File: config.mk
export PLATFORM = sky130hd
export DESIGN_NAME = mem_stage
export DESIGN_NICKNAME = d
export VERILOG_FILES = /design/src/rtl/pipeline_pkg.sv /design/src/rtl/mem_align.sv /design/src/rtl/mem_stage.sv
export SDC_FILE = /design/constraint.sdc
export NUM_CORES = 1
export LEC_CHECK = 0
export CORE_AREA = 8 8 156 158
export DETAILED_ROUTE_END_ITERATION = 10
export DIE_AREA = 0 0 164 166
export MAX_ROUTING_LAYER = met4
export PLACE_DENSITY = 0.79
export RECOVER_POWER = 100
export SLEW_MARGIN = 20
export SYNTH_ARGS = -nofsm -noshare
export SYNTH_HDL_FRONTEND = slang
export SYNTH_HIERARCHICAL = 1
export SYNTH_SLANG_ARGS = --single-unit
File: constraint.sdc
create_clock -name clk -period 4.3 [get_ports clk]
set_clock_uncertainty 0.2 [all_clocks]
set_input_delay 0.43 -clock clk [delete_from_list [all_inputs] [get_ports clk]]
set_output_delay 0.43 -clock clk [all_outputs]
set_load 0.05 [all_outputs]
File: src/rtl/pipeline_pkg.sv
// ============================================================================
// Module      : pipeline_pkg
// Description : Shared types for the RV32I pipeline memory stage. It holds the
//               EX/MEM and MEM/WB bundles, the memory-access FSM states and the
//               load/store funct3 width codes.
// Revision    : 1.0 - initial release
// ============================================================================
`default_nettype none

package pipeline_pkg;

    // funct3 width/extension codes shared by loads and stores
    localparam logic [2:0] F3_B  = 3'b000;
    localparam logic [2:0] F3_H  = 3'b001;
    localparam logic [2:0] F3_W  = 3'b010;
    localparam logic [2:0] F3_BU = 3'b100;
    localparam logic [2:0] F3_HU = 3'b101;

    typedef struct packed {
        logic        RegWrite;
        logic [1:0]  ResultSrc;
        logic        MemWrite;
        logic [2:0]  funct3;
        logic [31:0] ALUResult;
        logic [31:0] WriteData;
        logic [31:0] PCPlus4;
        logic [4:0]  Rd;
        logic [31:0] ImmExt;
    } exmem_t;

    typedef struct packed {
        logic        RegWrite;
        logic [1:0]  ResultSrc;
        logic [31:0] ALUResult;
        logic [31:0] ReadData;
        logic [31:0] PCPlus4;
        logic [4:0]  Rd;
        logic [31:0] ImmExt;
        logic        Misalign;
    } memwb_t;

    typedef enum logic [1:0] {
        IDLE = 2'd0,
        REQ  = 2'd1,
        WAIT = 2'd2
    } memstate_t;

endpackage

`default_nettype wire

File: src/rtl/mem_align.sv
// ============================================================================
// Module      : mem_align
// Description : Combinational byte-lane logic for the memory stage. It builds
//               store byte enables and lane-replicated store data, extracts and
//               extends load data, and flags misaligned accesses.
// Ports       : funct3    in  width/extension code
//               addr      in  low two address bits
//               WriteData in  store source register value
//               rdata     in  word returned by data memory
//               wstrb     out store byte enables
//               wdata     out lane-replicated store data
//               ReadData  out extracted and extended load value
//               misalign  out access not naturally aligned for its width
// Revision    : 1.0 - initial release
// ============================================================================
`default_nettype none

module mem_align
    import pipeline_pkg::*;
(
    input  logic [2:0]  funct3,
    input  logic [1:0]  addr,
    input  logic [31:0] WriteData,
    input  logic [31:0] rdata,
    output logic [3:0]  wstrb,
    output logic [31:0] wdata,
    output logic [31:0] ReadData,
    output logic        misalign
);

    logic [7:0]  w_byte;
    logic [15:0] w_half;

    // funct3[1:0] encodes the access width: 00 byte, 01 half, 10 word
    always_comb begin
        wstrb    = 4'b1111;
        wdata    = WriteData;
        misalign = 1'b0;
        case (funct3[1:0])
            2'b00: begin
                wstrb = 4'b0001 << addr;
                wdata = {4{WriteData[7:0]}};
            end
            2'b01: begin
                wstrb    = 4'b0011 << addr;
                wdata    = {2{WriteData[15:0]}};
                misalign = addr[0];
            end
            default: begin
                misalign = (addr != 2'b00);
            end
        endcase
    end

    always_comb begin
        w_byte = rdata[7:0];
        case (addr)
            2'b00:   w_byte = rdata[7:0];
            2'b01:   w_byte = rdata[15:8];
            2'b10:   w_byte = rdata[23:16];
            default: w_byte = rdata[31:24];
        endcase
        w_half = addr[1] ? rdata[31:16] : rdata[15:0];
    end

    always_comb begin
        ReadData = rdata;
        case (funct3)
            F3_B:    ReadData = {{24{w_byte[7]}}, w_byte};
            F3_H:    ReadData = {{16{w_half[15]}}, w_half};
            F3_BU:   ReadData = {24'd0, w_byte};
            F3_HU:   ReadData = {16'd0, w_half};
            default: ReadData = rdata;
        endcase
    end

endmodule

`default_nettype wire

File: src/rtl/mem_stage.sv
// ============================================================================
// Module      : mem_stage
// Description : Memory-access stage of the five-stage RV32I pipeline. Issues
//               loads/stores on a request/grant/response port, stalls the
//               pipeline while an access is outstanding and registers MEM/WB.
// Ports       : clk, rst_n      clock, asynchronous active-low reset
//               inputs          EX/MEM bundle
//               outputs         registered MEM/WB bundle
//               ALUResultM, RdM, RegWriteM  forwarding/hazard copies
//               StallM          holds IF, ID, EX and EX/MEM registers
//               dmem_*          data-memory request/grant/response port
// Revision    : 1.0 - initial release
// ============================================================================
`default_nettype none

module mem_stage
    import pipeline_pkg::*;
(
    input  logic        clk,
    input  logic        rst_n,
    input  exmem_t      inputs,
    output memwb_t      outputs,
    output logic [31:0] ALUResultM,
    output logic [4:0]  RdM,
    output logic        RegWriteM,
    output logic        StallM,
    output logic        dmem_req,
    output logic        dmem_we,
    output logic [31:0] dmem_addr,
    output logic [3:0]  dmem_wstrb,
    output logic [31:0] dmem_wdata,
    input  logic        dmem_gnt,
    input  logic        dmem_rvalid,
    input  logic [31:0] dmem_rdata
);

    memstate_t   r_state;
    memwb_t      r_memwb;
    memwb_t      w_memwb_next;

    logic        w_load;
    logic        w_store;
    logic        w_misalign;
    logic        w_mis_op;
    logic        w_aligned_op;
    logic        w_complete;
    logic [3:0]  w_wstrb;
    logic [31:0] w_wdata;
    logic [31:0] w_readdata;

    mem_align u_mem_align (
        .funct3    (inputs.funct3),
        .addr      (inputs.ALUResult[1:0]),
        .WriteData (inputs.WriteData),
        .rdata     (dmem_rdata),
        .wstrb     (w_wstrb),
        .wdata     (w_wdata),
        .ReadData  (w_readdata),
        .misalign  (w_misalign)
    );

    assign w_load       = (inputs.ResultSrc == 2'b01);
    assign w_store      = inputs.MemWrite;
    assign w_mis_op     = (w_load | w_store) & w_misalign;
    assign w_aligned_op = (w_load | w_store) & ~w_misalign;

    // A store finishes on its grant; a load only on its response in WAIT.
    assign w_complete = (r_state == WAIT) ? dmem_rvalid : (dmem_gnt & w_store);
    assign StallM     = w_aligned_op & ~w_complete;

    // rst_n gates the request so nothing is issued while the memory is held in reset
    assign dmem_req   = rst_n & (((r_state == IDLE) & w_aligned_op) | (r_state == REQ));
    assign dmem_we    = w_store;
    assign dmem_addr  = {inputs.ALUResult[31:2], 2'b00};
    assign dmem_wstrb = w_store ? w_wstrb : 4'b0000;
    assign dmem_wdata = w_wdata;

    assign ALUResultM = inputs.ALUResult;
    assign RdM        = inputs.Rd;
    assign RegWriteM  = inputs.RegWrite;

    // Misaligned ops retire as a flagged non-writing instruction
    always_comb begin
        w_memwb_next           = '0;
        w_memwb_next.RegWrite  = inputs.RegWrite & ~w_mis_op;
        w_memwb_next.ResultSrc = inputs.ResultSrc;
        w_memwb_next.ALUResult = inputs.ALUResult;
        w_memwb_next.ReadData  = (w_load & ~w_mis_op) ? w_readdata : 32'd0;
        w_memwb_next.PCPlus4   = inputs.PCPlus4;
        w_memwb_next.Rd        = inputs.Rd;
        w_memwb_next.ImmExt    = inputs.ImmExt;
        w_memwb_next.Misalign  = w_mis_op;
    end

    always_ff @(posedge clk or negedge rst_n) begin
        if (!rst_n) begin
            r_state <= IDLE;
            r_memwb <= '0;
        end else begin
            case (r_state)
                IDLE: begin
                    if (w_aligned_op) begin
                        if (!dmem_gnt) begin
                            r_state <= REQ;
                        end else if (w_load) begin
                            r_state <= WAIT;
                        end
                    end
                end
                REQ: begin
                    if (dmem_gnt) begin
                        r_state <= w_load ? WAIT : IDLE;
                    end
                end
                WAIT: begin
                    if (dmem_rvalid) begin
                        r_state <= IDLE;
                    end
                end
                default: r_state <= IDLE;
            endcase

            // A stalled cycle retires a bubble so writeback never sees a repeat
            r_memwb <= StallM ? memwb_t'('0) : w_memwb_next;
        end
    end

    assign outputs = r_memwb;

endmodule

`default_nettype wire

==> flow_summary.toml <==
[status]
status = "complete, but fails checks"
violations = "max-capacitance violations, max-slew violations"

[synth]
netlist_area_um2 = 6780
seq_area_frac_synth_pct = 51.3
syn_avg_cell_area_um2 = 11.6
yosys_most_used_dff = "dfrtp_1"
synth_edf_count = 0
synth-seq-cells = 139
ys_warn_count = 6
synth_cells = 585
synth_cell_type_count = 42
async_flop_share_pct = 100

[power]
peakVddDrop_uv = 250
powerDensity_nw_per_um2 = 380
p_leak_nw = 4.71

[timing]
final.period_utilization_pct = 83.7
timing.final.setup_violations = 0
maxClockFrequency_mhz = 278
slew_headroom_pct = -10.4
finalCriticalPeriod_ns = 3.60
drv_slew = 63
worst_pin_slew_ns = 1.66
grt_setup_unrepaired = "false"
finalHoldViolations = 0
tns_ns = 0

[cts]
clock_sinks = 139
cts-root-buf = "clkbuf_16"
clk_latency_ns = 0.41
clk_pin_slew_ns = 0.07
cts_buffer_depth = 2
cts-buffers-inserted = 17
cts_tree = "yes"
cts_resized = 0
htreeDepth = 4

[min_path]
hp-class = "in -> reg"

[floorplanning]
core_area_um2 = 22100
num_io_pins = 422
num_rows = 55
start_util_pct = 30.7
dieArea_um2 = 27200
die_h_um = 166
fp.dieW_um = 164

[layout]
final_common_cell = "dlygate4sd3_1"
finalNonFillerCells = 1202
drive_gt1_share_pct = 9.51
final_cell_mix = "dlygate4sd3_1, clkdlybuf4s50_1, dfrtp_1"
final_nets = 1078
layout-area-overhead-vs-synth_pct = 61.7

[place]
dp_hpwl_um = 20700
place.gp.congestion = 0.825
io_buffer_count = 419
placed_cells = 1167

[route]
via_per_inst = 4.69
vias = 5634
drcViolationCount = 0
post_drt_wl_per_cell_um = 22.2
drtPass1Iterations = 4
routed_wl_um = 26600
drt_first_iter_violations = 260
postRouteAntennaNets = 0

[global_route]
overflow = 0
grt_pass1_vias = 6260
antenna_found_initial = 2
grt_pass1_wl_um = 39200
grt_usage_pct = 19.7
grt_start_max_net_pins = 89

[critical_path]
required_ns = 3.67
worstPathMaxFanout = 16
crit_arrival_ns = 2.97
startpoint_type = "input pin"
criticalPathCategory = "in -> out"
crit_path_end_kind = "output port"

[run]
cap_viol_max_count = 1
## worst paths after layout
| check | startpoint | endpoint | slack (ns) | cells past startpoint |
|---|---|---|---|---|
| worst max-delay path | inputs[102] | ALUResultM[1] | 0.70 | 3 |
| worst min-delay path | inputs[28] | outputs[29] | 0.35 | 2 |
| worst max register to register | r_state[0] | outputs[102] | 2.02 | 4 |
| worst min register to register | r_state[0] | r_state[0] | 0.37 | 1 |
| max in group asynchronous | rst_n | outputs[46] | 1.61 | 3 |
| min in group asynchronous | rst_n | outputs[54] | 0.79 | 2 |
## metrics by stage
| stage | setup WS (ns) | hold slack [ns] | util, % | area [µm²] | power, W |
|---|---|---|---|---|---|
| finish | 0.700 | 0.351 | 49.6 | 11000 | 0.00417 |
| global route | 0.594 | 0.326 | 49.6 | 11000 | 0.00434 |
| CTS | 1.21 | 0.329 | 50.3 | 11100 | 0.00431 |
| detailed placement | 1.16 | 0.270 | 47.5 | 10500 | 0.00281 |
| global placement | 1.19 | 0.267 | 47.5 | 10500 | 0.00280 |
| floorplan | 1.65 | -0.0656 | - | 6780 | 0.00229 |
## critical path, cell delays in order
cell	delay (ns)
dlygate4sd3_1	0.76
clkbuf_1	0.61
dlygate4sd3_1	1.15
## layer usage
layer	global-route usage, %	vias to the layer above	share of wire, %	wire length [µm]
li1	-	2578	-	-
met1	20.7	2703	38	10000
met2	34.1	319	51	13600
met3	6.37	34	8.6	2290
met4	6.52	0	2.8	739
met5	-	-	0	0
## registers in the layout, indices dropped and copies added, names as in the netlist
| signal | flops |
|---|---|
| r_state | 2 |
| outputs | 137 |
## cell families after synthesis
logic type | count (synthesis) | synth area share, %
AO/OA/AOI/OAI | 172 | 17.7
buffers and inverters | 138 | 13.8
flip-flops | 139 | 51.3
multiplexers | 34 | 5.56
other | 1 | 0.0553
AND/OR/NAND/NOR | 101 | 11.5
## timing repair
action                    in CTS  in global routing
buffers inserted               0                  0
hold buffers                   1                  0
hold endpoints to repair      59                  0
## cells in the mapped netlist (2+ instances only)
library cell	count	area share (%)
buf_1	2	0.11
nor2b_1	10	0.92
a21boi_1	9	1.0
a21oi_1	29	2.1
or2_2	2	0.18
nand3_1	2	0.15
o21ai_0	17	1.3
o21bai_1	2	0.22
inv_1	4	0.22
a21boi_0	95	11
a21oi_2	5	0.65
buf_4	80	8.9
mux2i_1	8	1.2
clkbuf_1	16	0.89
and2_1	6	0.55
o22ai_1	2	0.18
nor2_1	4	0.22
nand2_1	34	1.9
nor4b_1	7	0.90
mux2_2	25	4.2
nand2b_1	4	0.37
dfrtp_1	139	51
a22oi_1	8	0.89
buf_2	25	1.8
nor4b_2	25	5.5
buf_6	9	1.5
## cell type report
class / count / area, µm²
Tap cell: 285 / 357
Fill cell: 1979 / 11100
Sequential cell: 139 / 3480
Multi-Input combinational cell: 309 / 2250
Antenna cell: 2 / 5.00
Clock buffer: 17 / 425
Timing Repair Buffer: 431 / 4260
Inverter: 4 / 15.0
Clock inverter: 15 / 170
## report_power, final
| group | total, W | internal [W] | switching, W |
|---|---|---|---|
| logic | 0.00128 | 0.000425 | 0.000859 |
| clock network | 0.00147 | 0.000786 | 0.000684 |
| registers | 0.00141 | 0.00139 | 0.0000213 |
| total | 0.00417 | 0.00260 | 0.00156 |
(Power assumes the default switching activity.)
